## src/rtl/breakout_sfx_gen_pkg.sv

```systemverilog
// Shared types and default tone constants for the breakout sound-effect generator.
package breakout_sfx_pkg;

  typedef enum logic [0:0] {
    IDLE = 1'b0,
    PLAY = 1'b1
  } sfx_state_t;

  localparam logic [15:0] SFX_HALF_COLLIDE = 16'd25000;
  localparam logic [15:0] SFX_HALF_BRICK   = 16'd12500;
  localparam logic [21:0] SFX_DUR_DEFAULT  = 22'd2500000;

endpackage

```

## src/rtl/breakout_sfx_gen_if.sv

```systemverilog
// Trigger/config/status bundle between the game logic and the sound-effect generator.
interface breakout_sfx_gen_if #(
  parameter int NUM_EVENTS = 2,
  parameter int DIV_W      = 16,
  parameter int DUR_W      = 22,
  parameter int ID_W       = 1
);
  logic [NUM_EVENTS-1:0]       event_trig;
  logic [NUM_EVENTS*DIV_W-1:0] tone_half_period;
  logic [DUR_W-1:0]            tone_duration;
  logic                        mute;
  logic                        audio_l;
  logic                        audio_r;
  logic                        busy;
  logic [ID_W-1:0]             active_id;

  modport master (
    output event_trig, tone_half_period, tone_duration, mute,
    input  audio_l, audio_r, busy, active_id
  );

  modport slave (
    input  event_trig, tone_half_period, tone_duration, mute,
    output audio_l, audio_r, busy, active_id
  );
endinterface

```

## src/rtl/breakout_sfx_gen_pick.sv

```systemverilog
// Highest-index-wins encoder: reports whether any rise is present and which one wins.
module sfx_priority_pick #(
  parameter int NUM_EVENTS = 2,
  parameter int ID_W       = 1
) (
  input  logic [NUM_EVENTS-1:0] i_rise,
  output logic                  o_valid,
  output logic [ID_W-1:0]       o_index
);

  // Later (higher) indices overwrite earlier ones, so the top set bit wins.
  always_comb begin
    o_valid = 1'b0;
    o_index = {ID_W{1'b0}};
    for (int i = 0; i < NUM_EVENTS; i++) begin
      o_valid = o_valid | i_rise[i];
      o_index = i_rise[i] ? ID_W'(i) : o_index;
    end
  end

endmodule

```

## src/rtl/breakout_sfx_gen.sv

```systemverilog
// Priority-arbitrated one-shot square-wave player for the breakout audio pins.
// Define SFX_SWEEP_EN to lengthen each level by one cycle per toggle (falling pitch).
module breakout_sfx_gen
  import breakout_sfx_pkg::*;
#(
  parameter int NUM_EVENTS = 2,
  parameter int DIV_W      = 16,
  parameter int DUR_W      = 22,
  parameter int ID_W       = 1
) (
  input  logic               clk,
  input  logic               reset,
  breakout_sfx_gen_if.slave  bus
);

  logic [NUM_EVENTS-1:0] r_trig_q;
  logic [NUM_EVENTS-1:0] w_rise;
  logic                  w_win_valid;
  logic [ID_W-1:0]       w_win_id;
  sfx_state_t            r_state, w_state_n;
  logic                  r_sq, w_sq_n;
  logic [DIV_W-1:0]      r_half_cnt, w_half_n;
  logic [DUR_W-1:0]      r_dur_cnt, w_dur_n;
  logic [ID_W-1:0]       r_active_id, w_id_n;
  logic                  r_busy, r_audio;
  logic                  w_load, w_stop, w_toggle;
  logic [DIV_W-1:0]      w_load_half, w_reload_half;

  function automatic logic [DIV_W-1:0] half_of(input logic [NUM_EVENTS*DIV_W-1:0] vec,
                                               input logic [ID_W-1:0] idx);
    return vec[int'(idx)*DIV_W +: DIV_W];
  endfunction

  // A zero half-period behaves like one, so a level always lasts at least a cycle.
  function automatic logic [DIV_W-1:0] cnt_of(input logic [DIV_W-1:0] h);
    return (h == {DIV_W{1'b0}}) ? {DIV_W{1'b0}} : h - DIV_W'(1);
  endfunction

  assign w_rise = bus.event_trig & ~r_trig_q;

  sfx_priority_pick #(.NUM_EVENTS(NUM_EVENTS), .ID_W(ID_W)) u_pick (
    .i_rise  (w_rise),
    .o_valid (w_win_valid),
    .o_index (w_win_id)
  );

  assign w_load_half = cnt_of(half_of(bus.tone_half_period, w_win_id));

`ifdef SFX_SWEEP_EN
  logic [DIV_W-1:0] r_off [NUM_EVENTS];
  logic [DIV_W-1:0] w_off_inc;
  logic [DIV_W:0]   w_sum;

  assign w_off_inc     = (r_off[r_active_id] == {DIV_W{1'b1}}) ? r_off[r_active_id]
                                                                : r_off[r_active_id] + DIV_W'(1);
  assign w_sum         = {1'b0, half_of(bus.tone_half_period, r_active_id)} + {1'b0, w_off_inc};
  assign w_reload_half = cnt_of(w_sum[DIV_W] ? {DIV_W{1'b1}} : w_sum[DIV_W-1:0]);

  // Sweep offsets: cleared when their event (re)starts, bumped on every toggle.
  always_ff @(posedge clk or posedge reset) begin
    if (reset) begin
      for (int i = 0; i < NUM_EVENTS; i++) r_off[i] <= {DIV_W{1'b0}};
    end else if (w_load) begin
      r_off[w_win_id] <= {DIV_W{1'b0}};
    end else if (w_toggle) begin
      r_off[r_active_id] <= w_off_inc;
    end
  end
`else
  assign w_reload_half = cnt_of(half_of(bus.tone_half_period, r_active_id));
`endif

  // Next-state logic; preemption is checked before expiry so a new winner always wins.
  always_comb begin
    w_state_n = r_state;
    w_sq_n    = r_sq;
    w_half_n  = r_half_cnt;
    w_dur_n   = r_dur_cnt;
    w_id_n    = r_active_id;
    w_load    = 1'b0;
    w_stop    = 1'b0;
    w_toggle  = 1'b0;
    case (r_state)
      IDLE: begin
        if (w_win_valid && (bus.tone_duration != {DUR_W{1'b0}})) w_load = 1'b1;
        else w_load = 1'b0;
      end
      PLAY: begin
        if (w_win_valid && (w_win_id >= r_active_id)) begin
          if (bus.tone_duration != {DUR_W{1'b0}}) w_load = 1'b1;
          else w_stop = 1'b1;
        end else if (r_dur_cnt == {DUR_W{1'b0}}) begin
          w_stop = 1'b1;
        end else begin
          w_dur_n = r_dur_cnt - DUR_W'(1);
          if (r_half_cnt == {DIV_W{1'b0}}) begin
            w_toggle = 1'b1;
            w_half_n = w_reload_half;
          end else begin
            w_half_n = r_half_cnt - DIV_W'(1);
          end
        end
      end
      default: w_stop = 1'b1;
    endcase
    if (w_load) begin
      w_state_n = PLAY;
      w_sq_n    = 1'b1;
      w_half_n  = w_load_half;
      w_dur_n   = bus.tone_duration - DUR_W'(1);
      w_id_n    = w_win_id;
    end else if (w_stop) begin
      w_state_n = IDLE;
      w_sq_n    = 1'b0;
      w_half_n  = {DIV_W{1'b0}};
      w_dur_n   = {DUR_W{1'b0}};
      w_id_n    = {ID_W{1'b0}};
    end else begin
      w_state_n = r_state;
      w_sq_n    = r_sq ^ w_toggle;
    end
  end

  // State, counters and registered pins; audio follows next sq so it lines up with busy.
  always_ff @(posedge clk or posedge reset) begin
    if (reset) begin
      r_trig_q    <= {NUM_EVENTS{1'b0}};
      r_state     <= IDLE;
      r_sq        <= 1'b0;
      r_half_cnt  <= {DIV_W{1'b0}};
      r_dur_cnt   <= {DUR_W{1'b0}};
      r_active_id <= {ID_W{1'b0}};
      r_busy      <= 1'b0;
      r_audio     <= 1'b0;
    end else begin
      r_trig_q    <= bus.event_trig;
      r_state     <= w_state_n;
      r_sq        <= w_sq_n;
      r_half_cnt  <= w_half_n;
      r_dur_cnt   <= w_dur_n;
      r_active_id <= w_id_n;
      r_busy      <= (w_state_n == PLAY);
      r_audio     <= w_sq_n & ~bus.mute;
    end
  end

  assign bus.audio_l   = r_audio;
  assign bus.audio_r   = r_audio;
  assign bus.busy      = r_busy;
  assign bus.active_id = r_active_id;

endmodule

```

## src/flat_wrapper.sv

```systemverilog
// flat-port wrapper written by rule: the top's interface ports become plain ports
module breakout_sfx_gen_flat import breakout_sfx_pkg::*;
#(
  parameter int NUM_EVENTS = 2,
  parameter int DIV_W      = 16,
  parameter int DUR_W      = 22,
  parameter int ID_W       = 1
)
  (clk, reset, bus_event_trig, bus_tone_half_period, bus_tone_duration, bus_mute, bus_audio_l, bus_audio_r, bus_busy, bus_active_id);
  breakout_sfx_gen_if #(.NUM_EVENTS(NUM_EVENTS), .DIV_W(DIV_W), .DUR_W(DUR_W), .ID_W(ID_W)) bus_i ();
  input  logic clk;
  input  logic reset;
  input wire logic [$bits(bus_i.event_trig)-1:0] bus_event_trig;
  input wire logic [$bits(bus_i.tone_half_period)-1:0] bus_tone_half_period;
  input wire logic [$bits(bus_i.tone_duration)-1:0] bus_tone_duration;
  input wire logic [$bits(bus_i.mute)-1:0] bus_mute;
  output wire logic [$bits(bus_i.audio_l)-1:0] bus_audio_l;
  output wire logic [$bits(bus_i.audio_r)-1:0] bus_audio_r;
  output wire logic [$bits(bus_i.busy)-1:0] bus_busy;
  output wire logic [$bits(bus_i.active_id)-1:0] bus_active_id;
  assign bus_i.event_trig = bus_event_trig;
  assign bus_i.tone_half_period = bus_tone_half_period;
  assign bus_i.tone_duration = bus_tone_duration;
  assign bus_i.mute = bus_mute;
  assign bus_audio_l = bus_i.audio_l;
  assign bus_audio_r = bus_i.audio_r;
  assign bus_busy = bus_i.busy;
  assign bus_active_id = bus_i.active_id;
  breakout_sfx_gen #(.NUM_EVENTS(NUM_EVENTS), .DIV_W(DIV_W), .DUR_W(DUR_W), .ID_W(ID_W)) u_core (.clk(clk), .reset(reset), .bus(bus_i));
endmodule
```

## config.mk

```make
export PLATFORM = sky130hd
export DESIGN_NAME = breakout_sfx_gen_flat
export DESIGN_NICKNAME = d
export VERILOG_FILES = /design/src/rtl/breakout_sfx_gen_pkg.sv /design/src/rtl/breakout_sfx_gen_if.sv /design/src/rtl/breakout_sfx_gen_pick.sv /design/src/rtl/breakout_sfx_gen.sv /design/src/flat_wrapper.sv
export SDC_FILE = /design/constraint.sdc
export NUM_CORES = 1
export LEC_CHECK = 0
export CORE_MARGIN = 1.5
export CORE_UTILIZATION = 45
export CTS_CLUSTER_SIZE = 12
export DETAILED_ROUTE_END_ITERATION = 7
export GPL_TIMING_DRIVEN = 0
export PLACE_DENSITY = 0.71
export SLEW_MARGIN = 20
export SYNTH_ARGS = -nofsm -noshare
export SYNTH_HDL_FRONTEND = slang
export SYNTH_SLANG_ARGS = --single-unit
```

## constraint.sdc

```tcl
create_clock -name clk -period 3.6 [get_ports clk]
set_input_delay 1.08 -clock clk [delete_from_list [all_inputs] [get_ports clk]]
set_output_delay 1.08 -clock clk [all_outputs]
set_load 0.01 [all_outputs]
```

Yosys cells after proc, flatten, opt, wreduce, memory -nomap -nowiden:

Cells that the tools add are included.

* flip-flop bits (word level): 44
* input bits: 59
* logic and storage cells: 65

* add/subtract/negate cells: 5
* order comparisons: 1
* eq/ne operators: 2
* shift-type cells: 2
* mux-type cells: 31
* bitwise gates (word level): 7
* reduce and logical (&&, ||, !) cells: 10

Operators by type and width (number)
* 16-bit 2-to-1 mux: 8
* 22-bit 2-to-1 mux: 5
* 32-bit by 6-bit variable part select with 16-bit output: 2
* 16-bit zero test: 3
* 16-bit by 1-bit subtractor with 16-bit output (second input constant): 3
* 22-bit by 1-bit subtractor with 22-bit output (second input constant): 2
* 22-bit zero test: 1
* 22-bit nonzero test: 1
* 1-bit 2-to-1 mux: 17
* 3-bit by 1-bit inequality test with 1-bit output (second input constant): 2
* 3-bit AND reduction: 1
* 3-bit nonzero test: 1
* 2-bit AND: 1
* 1-bit logical AND: 2
* 1-bit NOT: 2
* 2-bit NOT: 1
* 1-bit one-hot mux with 2 select lines: 1
* 2-bit nonzero test: 1
* 1-bit AND: 1
* 1-bit greater-or-equal comparator: 1
* 1-bit OR: 1
* 1-bit bitwise XOR: 1

Depth between registers and ports, before layout:

* depth after elaboration: 11
* gate-level depth with buffers: 14
* depth with buffers taken out: 9

Modules after synthesis:

A second synthesis with hierarchy kept.

* cells, all modules: 575
* area total of the unflattened synthesis: 4434.3 um2

By module, submodules not included
* breakout_sfx_gen: instances 1, cells each 573, area an instance 4420.5 um2
* sfx_priority_pick: instances 1, cells each 2, area an instance 13.8 um2

Least setup slack after synthesis:

No wires, ideal clock.

* kind: input-to-reg
* from: input port bus_event_trig[1]
* to: register u_core.r_half_cnt[8]
* arrival: 3.414 ns
* setup slack: 0.060 ns
* stages on the path: 11
* path buffers: 2
* path through: nor2b_1 > clkbuf_1 > clkbuf_1 > mux2i_1 > ha_1 > o211a_1 > o21ai_0 > a21oi_1 > xor2_1 > nor2_1 > a221o_1

* cells in the longest elaborated chain, start to end: 8
* elaborated cells on any way between the ends: 21
* those cells by class: add/sub (1); order compare (1); eq/ne (2); shift (1); mux (9); bitwise (2); reduce/logical (5)

RTL lines
* start: declaration: line flat_wrapper.sv:13 `input wire logic [$bits(bus_i.event_trig)-1:0] bus_event_trig;`
* 2-bit AND *: line breakout_sfx_gen.sv:39 `assign w_rise = bus.event_trig & ~r_trig_q;`
* parallel branches: the longest is 7 deep, another holds 16-bit by 1-bit subtractor with 16-bit output
* end signal: assignment: line breakout_sfx_gen.sv:130 `r_half_cnt <= {DIV_W{1'b0}};`
* end signal: assignment: line breakout_sfx_gen.sv:139 `r_half_cnt <= w_half_n;`
* end: declaration: line breakout_sfx_gen.sv:22 `logic [DIV_W-1:0] r_half_cnt, w_half_n;`

Mark *: on every way between the ends.
A chain may end at the register's enable or synchronous reset.

Worst setup path after layout:

* from: input port bus_tone_half_period[18]
* to: register u_core.r_half_cnt[15]

* cells in the longest elaborated chain, start to end: 9
* elaborated cells on any way between the ends: 14
* those cells by class: add/sub (2); shift (2); mux (8); reduce/logical (2)

RTL lines
* start: declaration: line flat_wrapper.sv:14 `input wire logic [$bits(bus_i.tone_half_period)-1:0] bus_tone_half_period;`
* 32-bit by 6-bit variable part select with 16-bit output: line breakout_sfx_gen.sv:31 `return vec[int'(idx)*DIV_W +: DIV_W];`
* 16-bit by 1-bit subtractor with 16-bit output / 16-bit zero test (equally long branches): line breakout_sfx_gen.sv:36 `return (h == {DIV_W{1'b0}}) ? {DIV_W{1'b0}} : h - DIV_W'(1);`
* 16-bit 2-to-1 mux: line breakout_sfx_gen.sv:36
* 16-bit 2-to-1 mux: line breakout_sfx_gen.sv:96 `if (r_half_cnt == {DIV_W{1'b0}}) begin`
* 16-bit 2-to-1 mux: line breakout_sfx_gen.sv:92 `end else if (r_dur_cnt == {DUR_W{1'b0}}) begin`
* 16-bit 2-to-1 mux: line breakout_sfx_gen.sv:89 `if (w_win_valid && (w_win_id >= r_active_id)) begin`
* 16-bit 2-to-1 mux: line breakout_sfx_gen.sv:83 `case (r_state)`
* 16-bit 2-to-1 mux: line breakout_sfx_gen.sv:112 `end else if (w_stop) begin`
* 16-bit 2-to-1 mux *: line breakout_sfx_gen.sv:106 `if (w_load) begin`

Mark *: on every way between the ends. The rest lies on a longest branch, timed or not. The select of a mux whose other input is x is not followed.

==> flow_summary.toml <==
[status]
outcome = "completed"

[final_layout]
nets = 701
finalNonFillerCells = 764
area_growth_pct = 28.0
fillers = 866
layout-drive-gt1-share_pct = 11.5
multi_input_area_um2 = 3260
seq_area_um2 = 1100
antenna_cells = 0
utilization_pct = 59.8

[global_route]
grt_max_degree = 30
grt_pass1_vias = 4490
antenna_found_initial = 0
grt_overflow = 0
grt_util_all_layers_pct = 28.9
grt_pass1_wl_um = 23300

[min_path]
hp-class = "reg2reg"

[synthesis]
ys_top_cells_by_area = "dfrtp_1 (25%), mux2i_1 (7.1%), xnor2_1 (6.4%)"
ys_warn_count = 0
synth.avg_cell_area_um2 = 7.81
syn_area_um2 = 4360
synth_cell_types = 63
ys.flop_type = "dfrtp_1"
synth_top_area_cell = "dfrtp_1"
ys_seq_elements = 44
seq_area_frac_synth_pct = 25.3
synth_edf_count = 0
netlist_instances = 558
synth_nets = 625
yosysTopAreaCellShare_pct = 25.3
async_flop_share_pct = 100

[critical_path]
cpPeakStageDelay_ns = 0.79
cp_max_fo = 7
critPathKind = "in2reg"
critPathCaptureType = "register"
startpoint_type = "primary input"
crit_required_ns = 3.80
cp_top_family = "simple AND/OR/NAND/NOR gates"
slowest_stage = "or4b_2"
crit_buf_inv = 1
path_cells = "clkdlybuf4s50_1 -> or4b_2 -> o22ai_4 -> nand4_1 -> xnor2_1 -> mux2i_1 -> o22ai_1 -> a221o_1"
critPathArrivalTime_ns = 3.72

[routing]
drtAntennaViolNets = 0
drt-total-wl_um = 14700
drc = 0
dr_total_vias = 4821
drtIter0Drc = 421
wl_per_cell_um = 19.2
vias_per_cell = 6.31
drt_pass1_iterations = 5

[power]
p_sw_uw = 820
p_per_area_nw_per_um2 = 368
p_comb_share_pct = 42.0
p_int_uw = 1230
clkPwrFrac_pct = 20.3
p_sw_share_pct = 40.0
irDropWorstVdd_v = 0.000277
leakage_uw = 0.00217
power_frac_seq_pct = 37.8

[timing]
maxSlewHeadroom_pct = 26.5
max_freq_ghz = 0.284
clock-skew-final_ns = 0.0133
grt_setup_unrepaired = "true"
hold_viol = 0
drv_slew = 0
fin_crit_sh_pct = 97.8
hold_ws_ns = 0.523
setup_violations = 0
tns_ns = 0
worst_slew_pin_slew_ns = 1.09
finalCriticalPeriod_ns = 3.52

[placed_design]
hpwl_um = 11100
io_buffers = 62
place_congestion = 0.939
place_inst = 750

[floorplanning]
rows = 35
fp.dieH_um = 101
die_area_um2 = 10300
core_um2 = 9330
ios = 63
die_w_um = 101
start_util_pct = 46.7

[clock_tree]
clk_pin_slew_ns = 0.11
cts_tree = "done"
hold_buffers = 0
cts_buffer_depth = 2
cts_buffers = 5
clock_sinks = 44
clk_root_buffer_cell = "clkbuf_8"
clock_latency_ns = 0.32
h-tree-depth = 2

[run]
maxCapViolCount = 0
-- path summary, 6_finish.rpt --
check | startpoint | endpoint | slack, ns | cells after the start
setup / recovery | bus_tone_half_period[18] | u_core.r_half_cnt[15]$_DFFE_PP0P_ | 0.08 | 8
hold / removal | u_core.r_dur_cnt[21]$_DFFE_PP0P_ | u_core.r_dur_cnt[21]$_DFFE_PP0P_ | 0.52 | 2
setup reg to reg | u_core.bus.active_id$_DFFE_PP0P_ | u_core.r_half_cnt[2]$_DFFE_PP0P_ | 0.18 | 12
hold reg to reg | u_core.r_dur_cnt[21]$_DFFE_PP0P_ | u_core.r_dur_cnt[21]$_DFFE_PP0P_ | 0.52 | 2
max in group asynchronous | reset | u_core.bus.active_id$_DFFE_PP0P_ | 2.05 | 3
min in group asynchronous | reset | u_core.r_dur_cnt[16]$_DFFE_PP0P_ | 1.05 | 2
-- kinds of logic after synthesis --
logic type / count (synthesis) / share of synthesized area [%]
and+or+nand+nor: 218 / 25.8
buffers and inverters: 44 / 4.28
DFF: 44 / 25.3
xor gates and xnor gates: 61 / 12.3
AOI/OAI and AO/OA: 151 / 22.7
muxes: 32 / 7.38
adders and majority gates: 8 / 2.30
-- power groups by stage --
stage               clock, uW  combinational [uW]  sequential [uW]
floorplan                   0                 552              740
finish                    416                 860              774
global route              435                 939              795
global placement            0                 786              770
CTS                       411                 832              767
detailed placement          0                 805              776
-- cell usage after synthesis (all sizes together), types with 12 or more instances --
cell type / count
dfrtp: 44
mux2i: 31
nand2: 42
o22ai: 22
nor3: 29
clkbuf: 19
xor2: 29
o21ai: 41
nor4: 17
a21oi: 30
xnor2: 32
inv: 15
nand3: 12
nor2: 58
-- registers in the layout, indices dropped and copies added (netlist names) --
signal / cells
u_core.r_half_cnt: 16
u_core.bus.active_id: 1
u_core.r_sq: 1
u_core.r_state: 1
u_core.bus.audio_l: 1
u_core.r_dur_cnt: 22
u_core.r_trig_q: 2
-- layer usage --
layer,GRT usage (%),share of wire (%),up-vias
li1,-,-,2247
met1,42.3,45,2317
met2,45.5,45,235
met3,4.14,8.2,22
met4,5.98,1.5,0
met5,0,0,-
-- layout by cell type, fill, tap and decap left out, types with 27 or more instances in the layout --
| master | netlist | final |
|---|---|---|
| nor2_1 | 58 | 58 |
| clkdlybuf4s50_1 | 0 | 50 |
| dfrtp_1 | 44 | 43 |
| nand2_1 | 41 | 41 |
| o21ai_0 | 37 | 37 |
| xnor2_1 | 32 | 32 |
| xor2_1 | 29 | 29 |
| a21oi_1 | 30 | 29 |
| mux2i_1 | 31 | 28 |
| nor3_1 | 28 | 27 |
-- stage by stage --
stage	setup WS [ns]	total power (uW)	instance area (um2)
after floorplan	0.0597	1290	4360
after global placement	-1.13	1560	5140
after detailed placement	-1.24	1580	5160
after CTS	0.000878	2010	5440
after global routing	-0.0128	2170	5580
final	0.0789	2050	5580
-- worst reg2reg max path: stages, from the launching register on --
cell and delay (ns):
dfrtp_2 0.46, buf_4 0.32, buf_6 0.22, mux2i_1 0.23, ha_2 0.21, inv_1 0.07, or4_4 0.60, a2111o_1 0.48
nand2_2 0.12, buf_6 0.15, o22ai_1 0.09, a221oi_2 0.29, nor2_1 0.07
-- what timing repair did --
item,in CTS,in global routing
pin swaps,2,6
gates resized for setup,49,34
endpoints found under the setup margin,42,41
setup buffers,3,6
-- cell type report --
cell class	instances	area share, %
clock inverter	3	0.830
inverter	15	1.01
buffer	26	3.28
multi-input combinational	470	58.4
sequential	44	19.8
tap	129	2.89
clock buffer	5	1.23
timing repair buffer	72	12.6
(Power assumes the default switching activity.)
